$ cat src/rtl/rx_descrambler_sync.sv
// rx_descrambler_sync: 64b/66b RX descrambler (x^58+x^39+1) with sync-header block-lock FSM and bitslip requests.
// Optional macro RX_ERR_CNT_EN builds the locked-state bad-header counter driving err_cnt_o.
`default_nettype none

module rx_descrambler_sync #(
  parameter int LOCK_CNT   = 32,
  parameter int SH_WINDOW  = 64,
  parameter int UNLOCK_BAD = 16,
  parameter int SLIP_WAIT  = 16
) (
  input  logic        clk_i,
  input  logic        rst_n_i,
  input  logic [63:0] data_i,
  input  logic [1:0]  sync_i,
  input  logic        valid_i,
  output logic [63:0] data_o,
  output logic [1:0]  sync_o,
  output logic        valid_o,
  output logic        locked_o,
  output logic        bitslip_o,
  output logic [15:0] err_cnt_o,
  input  logic        err_clr_i
);

  localparam int c_good_w = $clog2(LOCK_CNT + 1);
  localparam int c_win_w  = $clog2(SH_WINDOW);
  localparam int c_bad_w  = $clog2(UNLOCK_BAD + 1);
  localparam int c_slip_w = $clog2(SLIP_WAIT + 1);

  typedef enum logic [1:0] {
    ST_UNLOCKED  = 2'd0,
    ST_SLIP_HOLD = 2'd1,
    ST_LOCKED    = 2'd2
  } state_t;

  state_t              r_state;
  logic [57:0]         r_hist;
  logic [c_good_w-1:0] r_good_cnt;
  logic [c_win_w-1:0]  r_win_cnt;
  logic [c_bad_w-1:0]  r_bad_cnt;
  logic [c_slip_w-1:0] r_slip_cnt;
  logic                r_locked;
  logic                r_bitslip;

  logic [63:0] w_desc;
  logic [57:0] w_hist_nxt;
  logic        w_sh_good;
  logic        w_win_wrap;

  assign w_sh_good  = sync_i[1] ^ sync_i[0];
  assign w_win_wrap = (r_win_cnt == c_win_w'(SH_WINDOW - 1));

  // Self-synchronising: history is fed by the received (scrambled) bits, bit 0 first.
  always_comb begin
    logic [57:0] w_s;
    w_s    = r_hist;
    w_desc = '0;
    for (int i = 0; i < 64; i++) begin
      w_desc[i] = data_i[i] ^ w_s[38] ^ w_s[57];
      w_s       = {w_s[56:0], data_i[i]};
    end
    w_hist_nxt = w_s;
  end

  always_ff @(posedge clk_i or negedge rst_n_i) begin
    if (!rst_n_i) begin
      r_hist  <= '1;
      data_o  <= '0;
      sync_o  <= 2'b00;
      valid_o <= 1'b0;
    end else begin
      valid_o <= valid_i;
      if (valid_i) begin
        r_hist <= w_hist_nxt;
        data_o <= w_desc;
        sync_o <= sync_i;
      end
    end
  end

  always_ff @(posedge clk_i or negedge rst_n_i) begin
    if (!rst_n_i) begin
      r_state    <= ST_UNLOCKED;
      r_good_cnt <= '0;
      r_win_cnt  <= '0;
      r_bad_cnt  <= '0;
      r_slip_cnt <= '0;
      r_locked   <= 1'b0;
      r_bitslip  <= 1'b0;
    end else begin
      r_bitslip <= 1'b0;
      if (valid_i) begin
        case (r_state)
          ST_UNLOCKED: begin
            if (w_sh_good) begin
              if (r_good_cnt == c_good_w'(LOCK_CNT - 1)) begin
                r_state    <= ST_LOCKED;
                r_locked   <= 1'b1;
                r_good_cnt <= '0;
                r_win_cnt  <= '0;
                r_bad_cnt  <= '0;
              end else begin
                r_good_cnt <= r_good_cnt + 1'b1;
              end
            end else begin
              r_bitslip  <= 1'b1;
              r_good_cnt <= '0;
              r_slip_cnt <= '0;
              r_state    <= ST_SLIP_HOLD;
            end
          end
          ST_SLIP_HOLD: begin
            if (r_slip_cnt == c_slip_w'(SLIP_WAIT - 1)) begin
              r_slip_cnt <= '0;
              r_state    <= ST_UNLOCKED;
            end else begin
              r_slip_cnt <= r_slip_cnt + 1'b1;
            end
          end
          ST_LOCKED: begin
            // A bad header on the wrapping block opens the new window's tally.
            if (w_win_wrap) begin
              r_win_cnt <= '0;
              r_bad_cnt <= w_sh_good ? '0 : c_bad_w'(1);
            end else if (!w_sh_good && (r_bad_cnt == c_bad_w'(UNLOCK_BAD - 1))) begin
              r_locked   <= 1'b0;
              r_bitslip  <= 1'b1;
              r_win_cnt  <= '0;
              r_bad_cnt  <= '0;
              r_good_cnt <= '0;
              r_slip_cnt <= '0;
              r_state    <= ST_SLIP_HOLD;
            end else begin
              r_win_cnt <= r_win_cnt + 1'b1;
              if (!w_sh_good) begin
                r_bad_cnt <= r_bad_cnt + 1'b1;
              end
            end
          end
          default: r_state <= ST_UNLOCKED;
        endcase
      end
    end
  end

  assign locked_o  = r_locked;
  assign bitslip_o = r_bitslip;

`ifdef RX_ERR_CNT_EN
  logic [15:0] r_err_cnt;

  always_ff @(posedge clk_i or negedge rst_n_i) begin
    if (!rst_n_i) begin
      r_err_cnt <= '0;
    end else if (err_clr_i) begin
      r_err_cnt <= '0;
    end else if (valid_i && (r_state == ST_LOCKED) && !w_sh_good && (r_err_cnt != 16'hFFFF)) begin
      r_err_cnt <= r_err_cnt + 16'd1;
    end
  end

  assign err_cnt_o = r_err_cnt;
`else
  logic w_unused_err_clr;
  assign w_unused_err_clr = err_clr_i;
  assign err_cnt_o        = 16'h0000;
`endif

endmodule

`default_nettype wire
$ cat config.mk
export PLATFORM = sky130hd
export DESIGN_NAME = rx_descrambler_sync
export DESIGN_NICKNAME = d
export VERILOG_FILES = /design/src/rtl/rx_descrambler_sync.sv
export SDC_FILE = /design/constraint.sdc
export NUM_CORES = 1
export LEC_CHECK = 0
export BUFFER_PORTS_ARGS = -buffer_cell sky130_fd_sc_hd__buf_2
export CAP_MARGIN = 40
export CELL_PAD_IN_SITES_DETAIL_PLACEMENT = 1
export CELL_PAD_IN_SITES_GLOBAL_PLACEMENT = 1
export CORE_MARGIN = 3
export CORE_UTILIZATION = 40
export DETAILED_ROUTE_END_ITERATION = 12
export GPL_TIMING_DRIVEN = 0
export PLACE_DENSITY_LB_ADDON = 0.08
export SETUP_SLACK_MARGIN = 0.02
export SYNTH_ARGS = -nofsm -noshare
export SYNTH_HDL_FRONTEND = slang
export SYNTH_SLANG_ARGS = --single-unit
$ cat constraint.sdc
create_clock -name clk_i -period 1.9 [get_ports clk_i]
set_clock_uncertainty 0.2 [all_clocks]
set_input_delay 0.38 -clock clk_i [delete_from_list [all_inputs] [get_ports clk_i]]
set_output_delay 0.38 -clock clk_i [all_outputs]
set_load 0.01 [all_outputs]
Yosys cells after proc, flatten, opt, wreduce, memory -nomap -nowiden
Cells that the tools add are included.
Cells by class
  $lt $le $gt $ge: 0
  reduce and logical (&&, ||, !) cells: 11
  equality and inequality tests: 14
  add/subtract/negate cells: 4
  shifts and indexed selects: 0
  bitwise operators: 129
  multiplexer cells: 38
  divide/modulo/power cells: 0
  $mul: 0
Operators by type and width (number)
  1-bit bitwise XOR: 129
  6-bit two-way mux: 8
  5-bit two-way mux: 9
  6-bit one-hot mux with 2 select lines: 2
  5-bit one-hot mux with 3 select lines: 1
  5-bit AND reduction: 3
  6-bit by 1-bit adder with 6-bit output, second input constant: 2
  2-bit inequality test, second input constant: 6
  5-bit by 1-bit adder with 5-bit output, second input constant: 2
  5-bit by 4-bit equality test with 1-bit output, second input constant: 2
  2-bit two-way mux: 5
  5-bit one-hot mux with 2 select lines: 1
  1-bit two-way mux: 9
  4-bit AND reduction: 2
  6-bit by 5-bit equality test with 1-bit output, second input constant: 1
  6-bit equality test, second input constant: 1
  2-bit one-hot mux with 3 select lines: 1
  6-bit AND reduction: 1
  4-bit inequality test, second input constant: 1
  1-bit one-hot mux with 2 select lines: 2
  3-bit inequality test, second input constant: 1
  3-bit nonzero test: 1
  2-bit by 1-bit equality test with 1-bit output, second input constant: 1
  2-bit equality test, second input constant: 1
  other kinds (4): 4
Storage, ports and cells
  memories kept: 0
  logic and storage cells: 207
  register bits: 151
  latch bits: 0
  bits of input ports: 70
  memory bits (writable): 0
  bits in read-only memories: 0
  output and inout bits: 85

Depth between registers and ports, before layout
  word-level depth: 7
  mapped depth: 7
  depth with buffers taken out: 6

Worst setup path before layout
No wires, ideal clock.
  path kind: register to register
  from: reg r_win_cnt[0]
  to: reg r_slip_cnt[3]
  period minus slack after synthesis: 1.936 ns
  library setup time: 0.095 ns
  arrival: 1.640 ns
  path slack: -0.036 ns
  required time: 1.605 ns
  cell stages (with the launch flop): 6
  cell sequence: dfrtp_1 -> ha_1 -> nand3_1 -> o21ai_0 -> or3_4 -> o32ai_2
On the way
  word-level cells in the longest chain between the ends: 3
Ends and longest elaborated chain
  start, declared: line 39  | logic [c_win_w-1:0] r_win_cnt;
  start signal, assigned: line 134  | r_win_cnt <= r_win_cnt + 1'b1;
  6-bit equality test: line 51  | assign w_win_wrap = (r_win_cnt == c_win_w'(SH_WINDOW - 1));
  2-bit inequality test (no line)
  5-bit AND reduction (no line)
  end signal, assigned: line 117  | r_slip_cnt <= r_slip_cnt + 1'b1;
  end, declared: line 41  | logic [c_slip_w-1:0] r_slip_cnt;
No other way between the ends.
A chain may end at the register's enable or synchronous reset.

Worst setup path in the final report
  from: reg r_bad_cnt[1]
  to: reg r_bad_cnt[3]
On the way
  word-level cells in the longest chain between the ends: 5
Ends and longest elaborated chain
  start, declared: line 40  | logic [c_bad_w-1:0] r_bad_cnt;
  start signal, assigned: line 124  | r_bad_cnt <= w_sh_good ? '0 : c_bad_w'(1);
  start signal, assigned: line 136  | r_bad_cnt <= r_bad_cnt + 1'b1;
  5-bit by 1-bit adder with 5-bit output / 5-bit by 4-bit equality test with 1-bit output (equally long branches): line 136, 125
  5-bit two-way mux / 1-bit logical AND (equally long branches): line 135, 125
  5-bit two-way mux: line 125  | end else if (!w_sh_good && (r_bad_cnt == c_bad_w'(UNLOCK_BAD - 1))) begin
  5-bit two-way mux: line 122  | if (w_win_wrap) begin
  5-bit one-hot mux with 2 select lines: line 93  | case (r_state)
Parallel ways exist; a longest one is shown, timed or not. The select of a mux whose other input is x is not followed.

==> results <==
- The initial core utilization is about two fifths.
- Registers are responsible for slightly below 40% of the overall power.
- After floorplanning, the core was sized to cover between 15000 and 20000 sq um.
- The tree is rooted in a sky130_fd_sc_hd__clkbuf_16.
- The worst-case hold path end point is r_hist[1].
- Entering global routing, the biggest net connects 88 pins.
- The number of global-route vias before repair is between 5000 and 6000.
- The overall die width is 143.5 um.
- Counting along the longest clock path gives a buffer depth of 2.
- The logic gate share of total power is between 20 and 30%.
- Final hold analysis gives a worst-case slack of roughly 0.022 ns.
- In this run the vertical extent of the chip is between 100 and 150 um.
- The worst slew margin relative to its limit is 55.25%.
- In the routed design, unresolved DRC markers number 0.
- Counting flops with an async set or reset pin after synthesis yields a share of 100.0%.
- The final setup TNS is -0.1214 ns.
- The mapped netlist covers 7562 sq um.
- The count of endpoints failing setup in the final report is 6.
- After layout, the worst setup slack is -0.04183 ns.
- After detailed routing, the average wire length per cell comes to ~21 um.
- The smallest clock period supported by the final layout is computed as roughly 1.9 ns.
- The vias per cell is roughly 5.
- The total via count after detailed routing is 5228.
- The transition time at the pin with the least slew margin is approximately 0.67 ns.
- The worst register-to-register path ends at r_bad_cnt[3].
- The final total power is 10.92 mW.
- The cell leakage power is about 4 nW.
- The number of max-cap violations is 0.
- The final-stage net count is around 860.
- The final worst-path cycle share is 102.2%.
- Global routing used 21.16% of the available tracks.
- Compared with the post-synthesis result, the final layout area differs by 30.13%.
- The final cell count without fillers is between 1000 and 1500.
- In this run the most critical hold path is launched from data_i[62].
- The final global-route overflow total is 0.
- The placed instances occupy a cell area of about 8700 sq um.
- The filler cell count is around 1900.
- The proportion of power drawn by the clock network is 34.5%.
- The number of sinks driven by the clock tree is 151.
- Static timing analysis puts the maximum clock frequency at slightly above 0.5 GHz.
- The logic depth of the worst register-to-register path is 6.
- By count the netlist is led by 129 x sky130_fd_sc_hd__xnor2_1, 125 x sky130_fd_sc_hd__mux2_2, 93 x sky130_fd_sc_hd__dfrtp_1.
- The number of buffers added on ports is 137.
- The capturing element type of the critical path is a flop.
- The diode insertion count for antenna repair is 0.
- The number of instances in the placed design is 967.
- TritonCTS built the clock tree.
- The half-perimeter wire length after placement is 15290 um.
- The TritonCTS buffer count is 17.
- The number of warnings printed during yosys synthesis is 0.
- In the final layout, the share of cells above drive strength 1 is ~56%.
- The sequential cell area fraction in the yosys report is between 50% and 60%.
- The switching part of the total power is approximately 29%.
- In this run the power density over the cells is ~1100 nW/um^2.
- A synthesized cell averages roughly 13 sq um.
- The total wirelength of the detailed-routed design is around 21000 um.
- 155 I/O pins were placed.
- The first global-routing pass estimated roughly 33000 um of wire.
- After routing the design area is 9841 sq um.
- The net load switching power is about 3.2 mW.
- The final-report hold violation count is 0.
- The cell accounting for the most synthesized area is sky130_fd_sc_hd__dfrtp_1.
- The insertion delay to the later sink of the worst-skew pair is roughly 0.42 ns.
- The number of flops mapped to enable cells by yosys is 0.
- The maximum vdd drop is a little over 0.7 mV.
- Before antenna repair, the detailed router went through 4 iterations.
- The path class of the tightest hold or removal check is in -> reg.
- The detail route stage leaves a number of antenna-violating nets equal to 0.
- The number of antenna violations at the first check in global routing is 4.
- Cells fill 53.86% of the core in the end.
- The setup slack on the worst flop-to-flop path is -0.04 ns.
- Yosys mapped the design onto 60 distinct sky130hd cell types.
- The congestion estimate from routability-driven global placement came to slightly above 0.8.
- The worst setup slack after placement is -0.3895 ns.
- The top cell type's share of synthesized area is a little under a third.
- The critical path required time is 2.00 ns.
- The run finished, with violations left.
- Setup repair after global routing could not meet its margin everywhere.
- The beginning of the worst register-to-register path is r_bad_cnt[1].
- In this run, the number of DRC markers left after iteration 0 of detailed routing was 161.
- CTS built an H-tree with a depth of 4.
- Sorting the synthesized cells by area gives the leading types as sky130_fd_sc_hd__dfrtp_1 31%, sky130_fd_sc_hd__dfstp_2 20%, sky130_fd_sc_hd__mux2_2 19%.
- The area of the die is between 20000 and 25000 sq um.
- After floorplanning, the core was divided into 49 placement rows.
- The biggest fanout along the worst timing path is 6.
- The commonest register cell after synthesis is sky130_fd_sc_hd__dfrtp_1.
- After clock tree synthesis, the clock-pin slew on the worst setup and hold paths is 0.06 ns.
- The most instantiated library cell after synthesis is sky130_fd_sc_hd__xnor2_1.
- The arrival time reported for the critical path endpoint is about 2 ns.
- The kind of start point of the critical path is a flop.
- The max-slew violation count is 0.
- Synthesis handed over a netlist of 577 instances.
- The internal power summed over all cells is a little under 8 mW.
- In this run, synthesis produced a sequential element count of 151.
- The worst setup path is of the reg -> reg kind.
- Along the worst hold path, the cell count comes to 2.
- The checks that failed: negative setup slack.
==> logic make-up (layout without fill, tap and decap cells) <==
| logic type | Yosys count | count (layout) | synth area share (%) |
|---|---|---|---|
| AO/OA/AOI/OAI | 54 | 54 | 5.708 |
| buffers and inverters | 43 | 244 | 3.110 |
| other | 1 | 16 | 0.04959 |
| adder cells (fa/ha/maj) | 7 | 7 | 1.158 |
| flip-flops | 151 | 151 | 50.93 |
| AND/OR/NAND/NOR | 63 | 63 | 4.931 |
| XOR/XNOR | 130 | 130 | 15.06 |
| multiplexers | 128 | 128 | 19.06 |
==> power by group through the flow <==
stage                     Clock, mW  Sequential [mW]  Combinational (mW)
after floorplan                   0             4.47                1.44
after global placement            0             4.36                2.46
after detailed placement          0             4.39                2.57
after CTS                      3.85             4.34                2.77
after global routing           4.00             4.43                3.06
final                          3.77             4.34                2.81
==> what timing repair did <==
action | CTS | global route
gates resized for setup | 34 | 21
pin swaps | 8 | 14
hold endpoints to repair | 40 | 0
hold buffers | 2 | 0
buffers inserted | 14 | 8
setup endpoints to repair | 24 | 39
==> layout make-up <==
cell class	count	area, sq um	area share, %
clock buffers	20	456.7	4.641
repair buffers	170	1013	10.30
well taps	229	286.5	2.912
plain buffers	34	221.5	2.250
clock inverters	12	197.7	2.009
inverters	8	33.78	0.3433
flip-flops and latches	151	3852	39.15
multi-input cells	398	3779	38.40
==> layer usage <==
layer	vias to the layer above	routed length, um	part of all wire, %	global-route usage [%]
met2	115	10830	51	36.67
met5	-	47	0.22	0
li1	2403	-	-	-
met3	31	1091	5.1	5.657
met4	8	436	2.1	7.483
met1	2671	8806	42	25.42
==> layout by cell type, fill, tap and decap left out, drive strengths merged, types with 5 or more instances in the layout <==
cell type  synthesis  final
clkbuf             1     23
o21ai              8      8
nor2               7      7
buf               34    199
mux2             125    125
ha                 7      7
dfstp             58     58
nand2             13     13
o31ai              5      5
xnor2            129    129
conb               1     16
nor2b              6      6
bufinv             0      5
dfrtp             93     93
inv                8      8
nand3             12     12
a31oi              5      5
==> state kept, by name, indices dropped and copies added (netlist names) <==
signal / cells
r_hist: 58
r_state: 2
data_o: 64
bitslip_o: 1
sync_o: 2
r_good_cnt: 6
locked_o: 1
r_slip_cnt: 5
r_bad_cnt: 5
valid_o: 1
r_win_cnt: 6
==> worst max path at each step <==
stage,from,end,cells after the start
after CTS,r_win_cnt[0],r_slip_cnt[3],5
after global routing,r_bad_cnt[1],r_slip_cnt[3],5
final,r_bad_cnt[1],r_bad_cnt[3],6
after floorplan,r_win_cnt[0],r_slip_cnt[3],5
after detailed placement,valid_i,data_o[58],5
after global placement,rst_n_i,data_o[45],1
==> critical path, stage by stage (launching register included) <==
cell and delay (ns):
sky130_fd_sc_hd__dfrtp_1 0.40, sky130_fd_sc_hd__ha_4 0.17, sky130_fd_sc_hd__buf_4 0.10, sky130_fd_sc_hd__nand4b_1 0.17
sky130_fd_sc_hd__o221a_4 0.35, sky130_fd_sc_hd__and3_4 0.17, sky130_fd_sc_hd__a211o_1 0.25
Note: power is estimated with default switching activity, not from simulation.
